**src/rtl/ddr_tx_lane_array.sv**
```systemverilog
// ddr_tx_lane_array
//
// Multi-lane DDR transmit front end. It sits between core logic and the per-lane
// O_DDR -> O_BUFT_DS pairs. Each lane carries two bits per clk, and bit 2k leaves
// the wire first. Link bring-up runs IDLE -> WAKE -> TRAIN -> DATA. Shutdown runs
// DATA -> DRAIN -> IDLE. WAKE and DRAIN give the output buffers OE_DELAY cycles of
// settling around the live traffic.
//
// Optional feature: define TX_PRBS7_EN to replace the fixed training pattern with
// a per-lane PRBS7 (x^7 + x^6 + 1) stream.
//
// Ports
//   clk         sole clock, rising edge
//   rst         synchronous active-high reset; it acts regardless of en
//   en          global clock enable; low freezes all state; also drives ddr_e
//   start       requests link bring-up while in IDLE
//   stop        requests shutdown while in DATA
//   in_data     2*NUM_CH bits; lane k uses [2k+1:2k]
//   in_valid    in_data is valid
//   in_ready    the block accepts in_data this cycle (combinational)
//   ddr_d       registered D pairs to the O_DDR instances
//   ddr_e       O_DDR enable, equal to en
//   oe          per-lane buffer enable; all bits identical
//   link_state  0 IDLE, 1 WAKE, 2 TRAIN, 3 DATA or DRAIN
//   train_done  high during the final TRAIN cycle; the next edge enters DATA
module ddr_tx_lane_array #(
  parameter int unsigned NUM_CH    = 2,
  parameter int unsigned TRAIN_LEN = 8,
  parameter int unsigned OE_DELAY  = 2,
  parameter logic [1:0]  TRAIN_PAT = 2'b10
) (
  input  logic                  clk,
  input  logic                  rst,
  input  logic                  en,
  input  logic                  start,
  input  logic                  stop,
  input  logic [2*NUM_CH-1:0]   in_data,
  input  logic                  in_valid,
  output logic                  in_ready,
  output logic [2*NUM_CH-1:0]   ddr_d,
  output logic                  ddr_e,
  output logic [NUM_CH-1:0]     oe,
  output logic [1:0]            link_state,
  output logic                  train_done
);

  localparam int unsigned CntMax = (TRAIN_LEN > OE_DELAY) ? TRAIN_LEN : OE_DELAY;
  localparam int unsigned CntW   = $clog2(CntMax + 1);

  localparam logic [CntW-1:0] TrainLast = CntW'(TRAIN_LEN - 1);
  localparam logic [CntW-1:0] OeLast    = CntW'(OE_DELAY - 1);
  localparam logic [CntW-1:0] CntOne    = CntW'(1);

  typedef enum logic [2:0] {
    StIdle,
    StWake,
    StTrain,
    StData,
    StDrain
  } state_e;

  state_e                state_q;
  logic [CntW-1:0]       cnt_q;
  logic [2*NUM_CH-1:0]   ddr_d_q;
  logic                  oe_q;
  logic [2*NUM_CH-1:0]   train_sym;
  logic                  xfer;

  assign ddr_e      = en;
  assign in_ready   = en & ~stop & (state_q == StData);
  assign xfer       = in_valid & in_ready;
  assign train_done = en & (state_q == StTrain) & (cnt_q == TrainLast);
  assign ddr_d      = ddr_d_q;
  assign oe         = {NUM_CH{oe_q}};

  always_comb begin
    link_state = 2'd0;
    unique case (state_q)
      StIdle:  link_state = 2'd0;
      StWake:  link_state = 2'd1;
      StTrain: link_state = 2'd2;
      StData:  link_state = 2'd3;
      StDrain: link_state = 2'd3;
      default: link_state = 2'd0;
    endcase
  end

`ifdef TX_PRBS7_EN
  // The LFSRs step on every edge that puts a training symbol on ddr_d. That
  // includes the WAKE -> TRAIN edge, which outputs symbol 0. Over a full TRAIN
  // phase each LFSR therefore advances exactly 2*TRAIN_LEN bits.
  logic emit_pat;
  logic reseed;

  assign emit_pat = ((state_q == StWake) && (cnt_q == OeLast)) ||
                    ((state_q == StTrain) && (cnt_q != TrainLast));
  assign reseed   = (state_q == StIdle) && start && !stop;

  for (genvar k = 0; k < NUM_CH; k++) begin : g_prbs
    // 7'h7F + k wraps to 0 for k = 1. Zero is the LFSR lock-up state, so that
    // lane falls back to 7'h01.
    localparam int unsigned SeedRaw = (127 + k) % 128;
    localparam logic [6:0]  Seed    = (SeedRaw == 0) ? 7'h01 : 7'(SeedRaw);

    logic [6:0] lfsr_q;
    logic [6:0] step1;
    logic [6:0] step2;
    logic       bit0;
    logic       bit1;

    always_comb begin
      bit0  = lfsr_q[6] ^ lfsr_q[5];
      step1 = {lfsr_q[5:0], bit0};
      bit1  = step1[6] ^ step1[5];
      step2 = {step1[5:0], bit1};
    end

    assign train_sym[2*k+1:2*k] = {bit1, bit0};

    always_ff @(posedge clk) begin
      if (rst) begin
        lfsr_q <= Seed;
      end else if (en) begin
        if (reseed) begin
          lfsr_q <= Seed;
        end else if (emit_pat) begin
          lfsr_q <= step2;
        end
      end
    end
  end
`else
  assign train_sym = {NUM_CH{TRAIN_PAT}};
`endif

  // ddr_d and oe are registered together with the state. As a result oe
  // changes on the same edge as link_state.
  always_ff @(posedge clk) begin
    if (rst) begin
      state_q <= StIdle;
      cnt_q   <= '0;
      ddr_d_q <= '0;
      oe_q    <= 1'b0;
    end else if (en) begin
      unique case (state_q)
        StIdle: begin
          ddr_d_q <= '0;
          oe_q    <= 1'b0;
          if (start && !stop) begin
            state_q <= StWake;
            cnt_q   <= '0;
            oe_q    <= 1'b1;
          end
        end
        StWake: begin
          if (cnt_q == OeLast) begin
            state_q <= StTrain;
            cnt_q   <= '0;
            ddr_d_q <= train_sym;
          end else begin
            cnt_q   <= cnt_q + CntOne;
            ddr_d_q <= '0;
          end
        end
        StTrain: begin
          if (cnt_q == TrainLast) begin
            state_q <= StData;
            cnt_q   <= '0;
            ddr_d_q <= '0;
          end else begin
            cnt_q   <= cnt_q + CntOne;
            ddr_d_q <= train_sym;
          end
        end
        StData: begin
          if (stop) begin
            // No transfer happens in the stop cycle because in_ready is low.
            state_q <= StDrain;
            cnt_q   <= '0;
            ddr_d_q <= '0;
          end else begin
            ddr_d_q <= xfer ? in_data : '0;
          end
        end
        StDrain: begin
          ddr_d_q <= '0;
          if (cnt_q == OeLast) begin
            state_q <= StIdle;
            cnt_q   <= '0;
            oe_q    <= 1'b0;
          end else begin
            cnt_q <= cnt_q + CntOne;
          end
        end
        default: begin
          state_q <= StIdle;
          cnt_q   <= '0;
          ddr_d_q <= '0;
          oe_q    <= 1'b0;
        end
      endcase
    end
  end

endmodule
```
**config.mk**
```make
export PLATFORM = sky130hd
export DESIGN_NAME = ddr_tx_lane_array
export DESIGN_NICKNAME = d
export VERILOG_FILES = /design/src/rtl/ddr_tx_lane_array.sv
export SDC_FILE = /design/constraint.sdc
export NUM_CORES = 1
export LEC_CHECK = 0
export CELL_PAD_IN_SITES_DETAIL_PLACEMENT = 0
export CELL_PAD_IN_SITES_GLOBAL_PLACEMENT = 1
export CORE_MARGIN = 5
export CORE_UTILIZATION = 33
export CTS_BUF_LIST = sky130_fd_sc_hd__clkbuf_16
export CTS_CLUSTER_SIZE = 40
export DETAILED_ROUTE_END_ITERATION = 10
export MAX_ROUTING_LAYER = met4
export PLACE_DENSITY = 0.78
export SKIP_CTS_REPAIR_TIMING = 1
export SYNTH_ARGS = -nofsm -noshare
export SYNTH_HDL_FRONTEND = slang
export SYNTH_SLANG_ARGS = --single-unit
```
**constraint.sdc**
```tcl
create_clock -name clk -period 1.8 [get_ports clk]
set_input_delay 0.27 -clock clk [delete_from_list [all_inputs] [get_ports clk]]
set_output_delay 0.27 -clock clk [all_outputs]
set_load 0.1 [all_outputs]
```
==> results of run 1 <==
==> area by class of cell <==
type / instances / area [um2]
fill: 219 / 995
sequential: 12 / 244
clock buffer: 3 / 75.1
tap: 28 / 35.0
multi-input combinational: 70 / 502
inverter: 8 / 30.0
clock inverter: 1 / 3.75
timing repair buffer: 29 / 328
==> sequential cells by signal (all words and copies together), names as in the netlist <==
signal and flops:
ddr_d 4, cnt_q 4, oe_q 1, state_q 3
==> per-stage QoR <==
stage / TNS (ps) / std cells
2_1_floorplan: -1120 / 96
6_report: 0 / 151
5_1_grt: 0 / 151
4_1_cts: -33.4 / 151
3_3_place_gp: 0 / 147
3_5_place_dp: 0 / 147
==> placed cells by master, fill, tap and decap left out, types with 6 or more instances in the layout <==
cell type and n:
sky130_fd_sc_hd__buf_4 13, sky130_fd_sc_hd__nand2_1 12, sky130_fd_sc_hd__dfxtp_1 9, sky130_fd_sc_hd__clkdlybuf4s50_1 9, sky130_fd_sc_hd__inv_1 8, sky130_fd_sc_hd__buf_12 7, sky130_fd_sc_hd__nor2_1 6
==> where the power goes <==
group          switching (mW)  total (mW)  internal, mW
sequential             0.0124       0.286         0.273
clock                   0.120       0.412         0.293
combinational           0.122       0.208        0.0860
==> how the worst max path moves through the flow <==
| stage | endpoint | cells after the start | slack (ps) |
|---|---|---|---|
| 4_1_cts | train_done | 4 | -30 |
| 3_3_place_gp | train_done | 4 | 80 |
| 3_5_place_dp | cnt_q[1] | 6 | 70 |
| 5_1_grt | train_done | 4 | 6 |
| 2_1_floorplan | link_state[0] | 2 | -420 |
| 6_report | link_state[0] | 3 | 80 |
==> critical path: stages, from the launching register on <==
cell                      delay, ps
sky130_fd_sc_hd__dfxtp_1        380
sky130_fd_sc_hd__or3b_4         460
sky130_fd_sc_hd__o21ai_1        160
sky130_fd_sc_hd__buf_12         210
==> cell families (layout without fill, tap and decap cells) <==
| kind of cell | after synthesis | after routing | share of synthesized area, % |
|---|---|---|---|
| and+or+nand+nor | 39 | 39 | 27.6 |
| AOI/OAI and AO/OA | 29 | 29 | 28.4 |
| buffers and inverters | 14 | 41 | 9.31 |
| DFF | 12 | 12 | 31.4 |
| adders and majority gates | 2 | 2 | 3.27 |
==> layer usage <==
| metal | wire [um] | vias to the layer above | GRT usage [%] |
|---|---|---|---|
| met2 | 1000 | 17 | 21.1 |
| met1 | 987 | 383 | 16.9 |
| met5 | 0 | - | - |
| met4 | 39 | 0 | 5.96 |
| li1 | - | 406 | - |
| met3 | 84 | 5 | 3.56 |
==> insert_results.sql, run 1 <==
INSERT INTO impl_metrics (metric_group, metric, value, unit) VALUES
('floorplan', 'dieArea', '3380', 'um2'),
('yosys', 'synth.top_cell.area_share', '31.4', '%'),
('yosys', 'synth_area', '766', 'um2'),
('placed_design', 'globalplace.congestion', '0.753', ''),
('detailed_routing', 'drt_iter0_markers', '19', ''),
('clock_tree', 'clk_pin_slew_worst_paths', '40', 'ps'),
('critical_path', 'worstPathMaxFanout', '10', ''),
('sta', 'final_max_slew_viol_count', '0', ''),
('yosys', 'syn-mean-instance-area', '7.98', 'um2'),
('clock_tree', 'clock-root-buffer', 'sky130_fd_sc_hd__clkbuf_16', ''),
('grt', 'grt.total_usage', '13.8', '%'),
('grt', 'grt_pass1_wl', '3.46', 'mm'),
('sta', 'timing.fmax', '580', 'MHz'),
('clock_tree', 'cts_inserted_buffers', '3', ''),
('critical_path', 'ff2ff_path_depth', '5', ''),
('critical_path', 'setup.worst_path.start_class', 'register', ''),
('yosys', 'cell_variety_after_synth', '39', ''),
('critical_path', 'r2r_end', 'cnt_q[1]', ''),
('yosys', 'ys_async_sr_fraction', '0', '%'),
('placed_design', 'numPortBuffers', '20', ''),
('cells_and_area', 'syn2layout_area_growth', '59.0', '%'),
('power', 'irDropWorstVdd', '515', 'uV'),
('clock_tree', 'h-tree-depth', '1', ''),
('detailed_routing', 'drt-total-wl', '2.11', 'mm'),
('yosys', 'synth_top_cells_by_area', 'sky130_fd_sc_hd__dfxtp_1 31%, sky130_fd_sc_hd__nand2_1 5.9%, sky130_fd_sc_hd__inv_1 3.9%, sky130_fd_sc_hd__ha_1 3.3%, sky130_fd_sc_hd__buf_4 2.9%', ''),
('floorplan', 'floorplan.initialDensity', '34.6', '%'),
('placed_design', 'placement_stage_cell_area', '1110', 'um2'),
('power', 'leakage', '0.462', 'nW'),
('sta', 'maxSlewHeadroom', '75.0', '%'),
('yosys', 'synth_enable_flop_cells', '0', ''),
('yosys', 'synth_ff_type', 'sky130_fd_sc_hd__dfxtp_1', ''),
('power', 'power.density', '744', 'nW/um2'),
('clock_tree', 'numClockSinks', '12', ''),
('sta', 'rsz0062_at_grt', 'no', ''),
('yosys', 'number_of_synthesized_register_bits', '12', ''),
('power', 'power.total', '0.906', 'mW'),
('sta', 'timing.final.ws_setup', '75.9', 'ps'),
('clock_tree', 'tritoncts', 'built', ''),
('placed_design', 'dp_hpwl', '1.58', 'mm'),
('cells_and_area', 'post_route_cells_drive_above_1_share', '28.5', '%'),
('detailed_routing', 'drc_errors', '0', ''),
('cells_and_area', 'final_net_count', '136', ''),
('floorplan', 'core', '2210', 'um2'),
('placed_design', 'dp_worst_setup_slack', '73.8', 'ps'),
('status', 'run_status', 'finished clean', ''),
('worst_hold_path', 'worst_hold_path.num_cells', '2', ''),
('clock_tree', 'clockBufferDepth', '2', ''),
('floorplan', 'dieHeight', '58.2', 'um'),
('detailed_routing', 'routed-via-count', '811', ''),
('sta', 'final.setup_skew', '2.89', 'ps'),
('grt', 'global_route.overflow_total', '0', ''),
('sta', 'tightestPinTransition', '372', 'ps'),
('yosys', 'syn-instance-count', '96', ''),
('sta', 'timing.final.crit_share', '95.8', '%'),
('critical_path', 'worstSetupStartpoint', 'state_q[0]', ''),
('sta', 'hold_viol_final', '0', ''),
('floorplan', 'io_pins', '21', ''),
('yosys', 'yosysWarnings', '0', ''),
('critical_path', 'reg2reg_setup_slack', '120', 'ps'),
('critical_path', 'criticalPathCategory', 'reg2out', ''),
('grt', 'grt_antenna_before_repair', '0', ''),
('cells_and_area', 'final_core_util', '55.0', '%'),
('sta', 'finalSetupViolations', '0', ''),
('floorplan', 'die_x_extent', '58.2', 'um'),
('critical_path', 'cp.arrival', '1450', 'ps'),
('detailed_routing', 'route.detailed.wl_per_inst', '14.0', 'um'),
('cells_and_area', 'antenna_cells_inserted', '0', ''),
('flow_run', 'maxCapViolations', '0', ''),
('detailed_routing', 'detail-route-antenna-nets', '0', ''),
('yosys', 'synthDominantAreaCellType', 'sky130_fd_sc_hd__dfxtp_1', ''),
('worst_hold_path', 'path_class_of_the_lowest_slack_min_delay_path', 'reg2reg', '');
Note: power is estimated with default switching activity, not from simulation.
==> run 2: changes to the inputs <==
--- a/config.mk
+++ b/config.mk
@@ -18,3 +18,4 @@
 export SYNTH_ARGS = -nofsm -noshare
 export SYNTH_HDL_FRONTEND = slang
 export SYNTH_SLANG_ARGS = --single-unit
+export TNS_END_PERCENT = 10
==> run 2 against run 1 <==
Against the previous run: setup slack lost 33 ps; largest power group unchanged; global-route usage grew 1.2 points; highest routed layer unchanged; fmax shrank 1.9%; hold slack gained 5.4 ps; combinational power grew 4%; sequential power is essentially flat.
==> insert_results.sql, run 2 (synthesized netlist as in run 1, its figures left out) <==
INSERT INTO impl_metrics (metric_group, metric, value, unit) VALUES
('cells_and_area', 'final_net_count', '143', ''),
('grt', 'grt.total_usage', '14.9', '%'),
('clock_tree', 'clkLatencyLatePin', '240', 'ps'),
('grt', 'global_route.overflow_total', '0', ''),
('detailed_routing', 'drt-total-wl', '2.30', 'mm'),
('floorplan', 'dieArea', '3380', 'um2'),
('critical_path', 'cp.arrival', '1490', 'ps'),
('sta', 'hold_viol_final', '0', ''),
('cells_and_area', 'mostFrequentLayoutCell', 'sky130_fd_sc_hd__buf_4', ''),
('detailed_routing', 'detail-route-antenna-nets', '0', ''),
('detailed_routing', 'drt_iter0_markers', '24', ''),
('critical_path', 'end_kind', 'output port', ''),
('clock_tree', 'numClockSinks', '12', ''),
('clock_tree', 'cts_inserted_buffers', '3', ''),
('detailed_routing', 'first_pass_iters', '4', ''),
('grt', 'grt_pass1_wl', '3.75', 'mm'),
('power', 'power.density', '731', 'nW/um2'),
('critical_path', 'cp_top_family', 'buffers and inverters', ''),
('grt', 'via_count_of_the_first_global_routing_pass', '816', ''),
('critical_path', 'path_buf_inv', '4', ''),
('cells_and_area', 'layout.cells.most_common_list', '19 x sky130_fd_sc_hd__buf_4, 12 x sky130_fd_sc_hd__nand2_1, 10 x sky130_fd_sc_hd__dfxtp_1', ''),
('sta', 'timing.fmax', '569', 'MHz'),
('floorplan', 'core', '2210', 'um2'),
('cells_and_area', 'final_core_util', '56.4', '%'),
('cells_and_area', 'post_route_cells_drive_above_1_share', '31.8', '%'),
('cells_and_area', 'antenna_cells_inserted', '0', ''),
('grt', 'grt_max_degree', '11', ''),
('detailed_routing', 'routed-via-count', '859', ''),
('flow_run', 'maxCapViolations', '0', ''),
('sta', 'final.setup_skew', '3.41', 'ps'),
('cells_and_area', 'syn2layout_area_growth', '63.1', '%'),
('floorplan', 'dieHeight', '58.2', 'um'),
('placed_design', 'globalplace.congestion', '0.758', ''),
('critical_path', 'worstPathMaxFanout', '5', ''),
('critical_path', 'worst_path_max_delay_cell', 'sky130_fd_sc_hd__clkdlybuf4s50_1', ''),
('sta', 'finalSetupViolations', '0', ''),
('critical_path', 'setup.worst_path.start_class', 'input pin', ''),
('detailed_routing', 'route.detailed.wl_per_inst', '14.7', 'um'),
('detailed_routing', 'vias_per_inst', '5.47', ''),
('critical_path', 'critical-path-max-stage-delay', '470', 'ps'),
('floorplan', 'die_x_extent', '58.2', 'um'),
('sta', 'tightestPinTransition', '420', 'ps'),
('critical_path', 'crit_chain', 'clkdlybuf4s50_1 -> buf_6 -> clkinvlp_4 -> nor4b_4 -> buf_12', ''),
('sta', 'minimum_clock_period_after_layout', '1760', 'ps'),
('worst_hold_path', 'path_class_of_the_lowest_slack_min_delay_path', 'reg2reg', ''),
('status', 'run_status', 'finished clean', ''),
('clock_tree', 'h-tree-depth', '1', ''),
('power', 'irDropWorstVdd', '596', 'uV'),
('cells_and_area', 'fillerInstances', '204', ''),
('sta', 'timing.final.crit_share', '97.6', '%'),
('power', 'leakage', '0.485', 'nW'),
('clock_tree', 'tritoncts', 'built', ''),
('sta', 'holdWs', '487', 'ps'),
('detailed_routing', 'drc_errors', '0', ''),
('clock_tree', 'clk_pin_slew_worst_paths', '40', 'ps'),
('placed_design', 'numPortBuffers', '20', ''),
('sta', 'maxSlewHeadroom', '71.9', '%'),
('floorplan', 'core.rowCount', '17', ''),
('floorplan', 'io_pins', '21', ''),
('placed_design', 'dp_hpwl', '1.57', 'mm'),
('sta', 'final_max_slew_viol_count', '0', ''),
('critical_path', 'criticalPathCategory', 'in2out', ''),
('grt', 'grt_antenna_before_repair', '0', ''),
('critical_path', 'critical_path_required', '1530', 'ps'),
('floorplan', 'floorplan.initialDensity', '34.6', '%'),
('clock_tree', 'clock-root-buffer', 'sky130_fd_sc_hd__clkbuf_16', ''),
('clock_tree', 'clockBufferDepth', '2', '');
## run 2: final timing paths
path | startpoint | endpoint | slack, ps | depth (start not counted)
worst min-delay path | ddr_d[1] | ddr_d[1] | 490 | 2
worst max-delay path | en | train_done | 40 | 5
worst min register to register | ddr_d[1] | ddr_d[1] | 490 | 2
worst max register to register | cnt_q[1] | cnt_q[1] | 80 | 5
## run 2: per-layer routing
layer / up-vias / track usage [%] / wire (um)
li1: 421 / - / -
met1: 400 / 16.7 / 985
met2: 29 / 24.2 / 1130
met3: 9 / 3.79 / 126
met4: 0 / 7.95 / 67
met5: - / - / 0
## run 2: layout make-up
cell class / count / area [um2] / share of cell area, %
Multi-Input combinational cell: 70 / 478 / 38.3
Sequential cell: 12 / 243 / 19.4
Inverter: 8 / 33.8 / 2.71
Timing Repair Buffer: 36 / 384 / 30.8
Tap cell: 28 / 35.0 / 2.81
Clock buffer: 3 / 75.1 / 6.01
## run 2: power by group
group | internal, mW | leakage [nW] | total, mW | switching (mW)
sequential | 0.273 | 0.0979 | 0.285 | 0.0123
combinational | 0.0905 | 0.350 | 0.217 | 0.127
clock | 0.290 | 0.0370 | 0.410 | 0.120
## run 2: metrics by stage
| stage | TNS (ps) | instance area [um2] | total power, mW | setup WS (ps) | cells |
|---|---|---|---|---|---|
| floorplan | -1320 | 786 | 0.418 | -423 | 96 |
| global placement | -27.0 | 1120 | 0.492 | -27.0 | 149 |
| detailed placement | -28.1 | 1120 | 0.493 | -28.1 | 149 |
| CTS | -52.6 | 1200 | 0.900 | -52.6 | 152 |
| global route | -2.89 | 1250 | 0.945 | -2.89 | 157 |
| finish | 0 | 1250 | 0.913 | 42.9 | 157 |
## run 2: tightest hold or removal path: stages, from the launching register on
cell                      delay, ps
sky130_fd_sc_hd__dfxtp_1        310
sky130_fd_sc_hd__nand2_1         70
sky130_fd_sc_hd__a31oi_1         70
==> run 3: changes to the inputs <==
--- a/config.mk
+++ b/config.mk
@@ -14,6 +14,7 @@
 export DETAILED_ROUTE_END_ITERATION = 10
 export MAX_ROUTING_LAYER = met4
 export PLACE_DENSITY = 0.78
+export RECOVER_POWER = 50
 export SKIP_CTS_REPAIR_TIMING = 1
 export SYNTH_ARGS = -nofsm -noshare
 export SYNTH_HDL_FRONTEND = slang
==> constraint.sdc (replaced) <==
create_clock -name clk -period 1.8 [get_ports clk]
set_input_delay 0.27 -clock clk [delete_from_list [all_inputs] [get_ports clk]]
set_output_delay 0.27 -clock clk [all_outputs]
set_load 0.02 [all_outputs]
==> run 3 against run 2 <==
Against the previous run: sequential power fell by 2%; largest cell class unchanged; clock skew barely moved; critical endpoint is now cnt_q[1]; critical path depth rose by 1; sequential cell count did not move; non-clock buffer count rose by 5; register-to-register slack barely moved.
==> insert_results.sql, run 3 (synthesized netlist as in run 1, its figures left out) <==
INSERT INTO impl_metrics (metric_group, metric, value, unit) VALUES
('status', 'run_status', 'finished clean', ''),
('power', 'leakage', '0.547', 'nW'),
('floorplan', 'io_pins', '21', ''),
('floorplan', 'core.rowCount', '17', ''),
('sta', 'final_max_slew_viol_count', '0', ''),
('critical_path', 'cp.arrival', '1890', 'ps'),
('critical_path', 'critical_path_required', '1970', 'ps'),
('cells_and_area', 'layout.cells.most_common_list', '20 x sky130_fd_sc_hd__buf_4, 12 x sky130_fd_sc_hd__nand2_1, 12 x sky130_fd_sc_hd__dfxtp_1', ''),
('placed_design', 'dp_hpwl', '1.71', 'mm'),
('power', 'power.density', '698', 'nW/um2'),
('cells_and_area', 'final_net_count', '148', ''),
('clock_tree', 'cts_inserted_buffers', '3', ''),
('worst_hold_path', 'hold_start', 'oe_q', ''),
('sta', 'minimum_clock_period_after_layout', '1720', 'ps'),
('sta', 'maxSlewHeadroom', '75.8', '%'),
('clock_tree', 'numClockSinks', '12', ''),
('detailed_routing', 'drt_iter0_markers', '16', ''),
('floorplan', 'die_x_extent', '58.2', 'um'),
('grt', 'grt_max_degree', '10', ''),
('placed_design', 'dp_cells', '159', ''),
('detailed_routing', 'top_layer', 'met4', ''),
('detailed_routing', 'first_pass_iters', '4', ''),
('floorplan', 'core', '2210', 'um2'),
('sta', 'final.setup_skew', '3.40', 'ps'),
('detailed_routing', 'routed-via-count', '837', ''),
('clock_tree', 'clockBufferDepth', '2', ''),
('sta', 'finalSetupViolations', '0', ''),
('cells_and_area', 'antenna_cells_inserted', '0', ''),
('floorplan', 'dieArea', '3380', 'um2'),
('grt', 'grt_pass1_wl', '3.60', 'mm'),
('cells_and_area', 'fillerInstances', '223', ''),
('grt', 'grt_antenna_before_repair', '0', ''),
('grt', 'global_route.overflow_total', '0', ''),
('floorplan', 'floorplan.initialDensity', '34.6', '%'),
('sta', 'rsz0062_at_grt', 'no', ''),
('sta', 'tightestPinTransition', '362', 'ps'),
('detailed_routing', 'met3RoutedLength', '87', 'um'),
('sta', 'timing.final.crit_share', '95.5', '%'),
('placed_design', 'globalplace.congestion', '0.759', ''),
('critical_path', 'end_kind', 'register', ''),
('detailed_routing', 'wl_met1', '985', 'um'),
('placed_design', 'numPortBuffers', '20', ''),
('clock_tree', 'clock-root-buffer', 'sky130_fd_sc_hd__clkbuf_16', ''),
('detailed_routing', 'route.detailed.wl_per_inst', '13.4', 'um'),
('grt', 'grt.total_usage', '14.3', '%'),
('critical_path', 'criticalPathCategory', 'reg2reg', ''),
('critical_path', 'worstSetupStartpoint', 'cnt_q[0]', ''),
('cells_and_area', 'post_route_cells_drive_above_1_share', '21.5', '%'),
('power', 'irDropWorstVdd', '577', 'uV'),
('critical_path', 'critical_path.reg2reg.startpoint', 'cnt_q[0]', ''),
('floorplan', 'dieHeight', '58.2', 'um'),
('flow_run', 'maxCapViolations', '0', ''),
('clock_tree', 'h-tree-depth', '1', ''),
('clock_tree', 'tritoncts', 'built', ''),
('critical_path', 'worstPathMaxFanout', '3', ''),
('cells_and_area', 'syn2layout_area_growth', '55.9', '%'),
('placed_design', 'placement_stage_cell_area', '1120', 'um2'),
('critical_path', 'setup.worst_path.start_class', 'register', ''),
('cells_and_area', 'mostFrequentLayoutCell', 'sky130_fd_sc_hd__buf_4', ''),
('critical_path', 'reg2reg_setup_slack', '80', 'ps'),
('detailed_routing', 'routed-wl-met2', '1.08', 'mm'),
('cells_and_area', 'finalNonFillerCells', '163', ''),
('clock_tree', 'clkLatencyLatePin', '240', 'ps'),
('grt', 'via_count_of_the_first_global_routing_pass', '852', ''),
('worst_hold_path', 'path_class_of_the_lowest_slack_min_delay_path', 'reg2reg', ''),
('cells_and_area', 'final_area', '1190', 'um2'),
('sta', 'timing.fmax', '582', 'MHz'),
('sta', 'holdWs', '478', 'ps'),
('detailed_routing', 'detail-route-antenna-nets', '0', ''),
('detailed_routing', 'drt-total-wl', '2.18', 'mm'),
('sta', 'hold_viol_final', '0', ''),
('detailed_routing', 'drc_errors', '0', ''),
('detailed_routing', 'vias_per_inst', '5.13', ''),
('clock_tree', 'clk_pin_slew_worst_paths', '40', 'ps');
## run 3: cell types whose count changed in the layout (fill, tap and decap cells not counted), moves of 2 or more
cell                             change
sky130_fd_sc_hd__dfxtp_1             +2
sky130_fd_sc_hd__clkbuf_1            +2
sky130_fd_sc_hd__dfxtp_2             -2
sky130_fd_sc_hd__dlygate4sd3_1       +6
sky130_fd_sc_hd__o21ai_0             +2
sky130_fd_sc_hd__o21ai_1             -2
sky130_fd_sc_hd__buf_12              -7
sky130_fd_sc_hd__dlymetal6s2s_1      +3
## run 3: area by class of cell
type	instances	area, um2	share of cell area, %
Inverter	8	30.0	2.52
Timing Repair Buffer	41	350	29.4
Sequential cell	12	240	20.1
Multi-Input combinational cell	70	459	38.5
Clock buffer	3	75.1	6.29
Clock inverter	1	3.75	0.314
Tap cell	28	35.0	2.94
## run 3: final timing paths
kind | end | cells past startpoint
worst max-delay path | cnt_q[1] | 6
worst min-delay path | oe_q | 2
worst max register to register | cnt_q[1] | 6
worst min register to register | oe_q | 2
## run 3: critical path: stages (launching register included)
cell	delay [ps]
sky130_fd_sc_hd__dfxtp_1	300
sky130_fd_sc_hd__ha_1	210
sky130_fd_sc_hd__and3b_1	200
sky130_fd_sc_hd__buf_4	140
sky130_fd_sc_hd__or3_4	370
sky130_fd_sc_hd__a211o_1	280
sky130_fd_sc_hd__a21oi_2	140
## run 3: through the flow
stage | TNS [ps] | worst slack [ps] | utilization, % | power, mW
global route | 0 | 6.62 | 54.0 | 0.868
global placement | -601 | -302 | 50.5 | 0.430
detailed placement | -612 | -309 | 50.5 | 0.431
finish | 0 | 81.6 | 54.0 | 0.833
CTS | -1010 | -333 | 54.1 | 0.843
floorplan | 0 | 43.3 | - | 0.367
## run 3: metal layers
layer  GRT usage [%]  vias up
li1                -      430
met2            24.0       15
met3            4.01        5
met5               -        -
met4            7.28        0
met1            15.2      387
## run 3: power by group
group / switching (mW) / total (mW) / internal, mW
sequential: 0.00541 / 0.279 / 0.273
combinational: 0.0734 / 0.144 / 0.0710
clock: 0.118 / 0.410 / 0.293
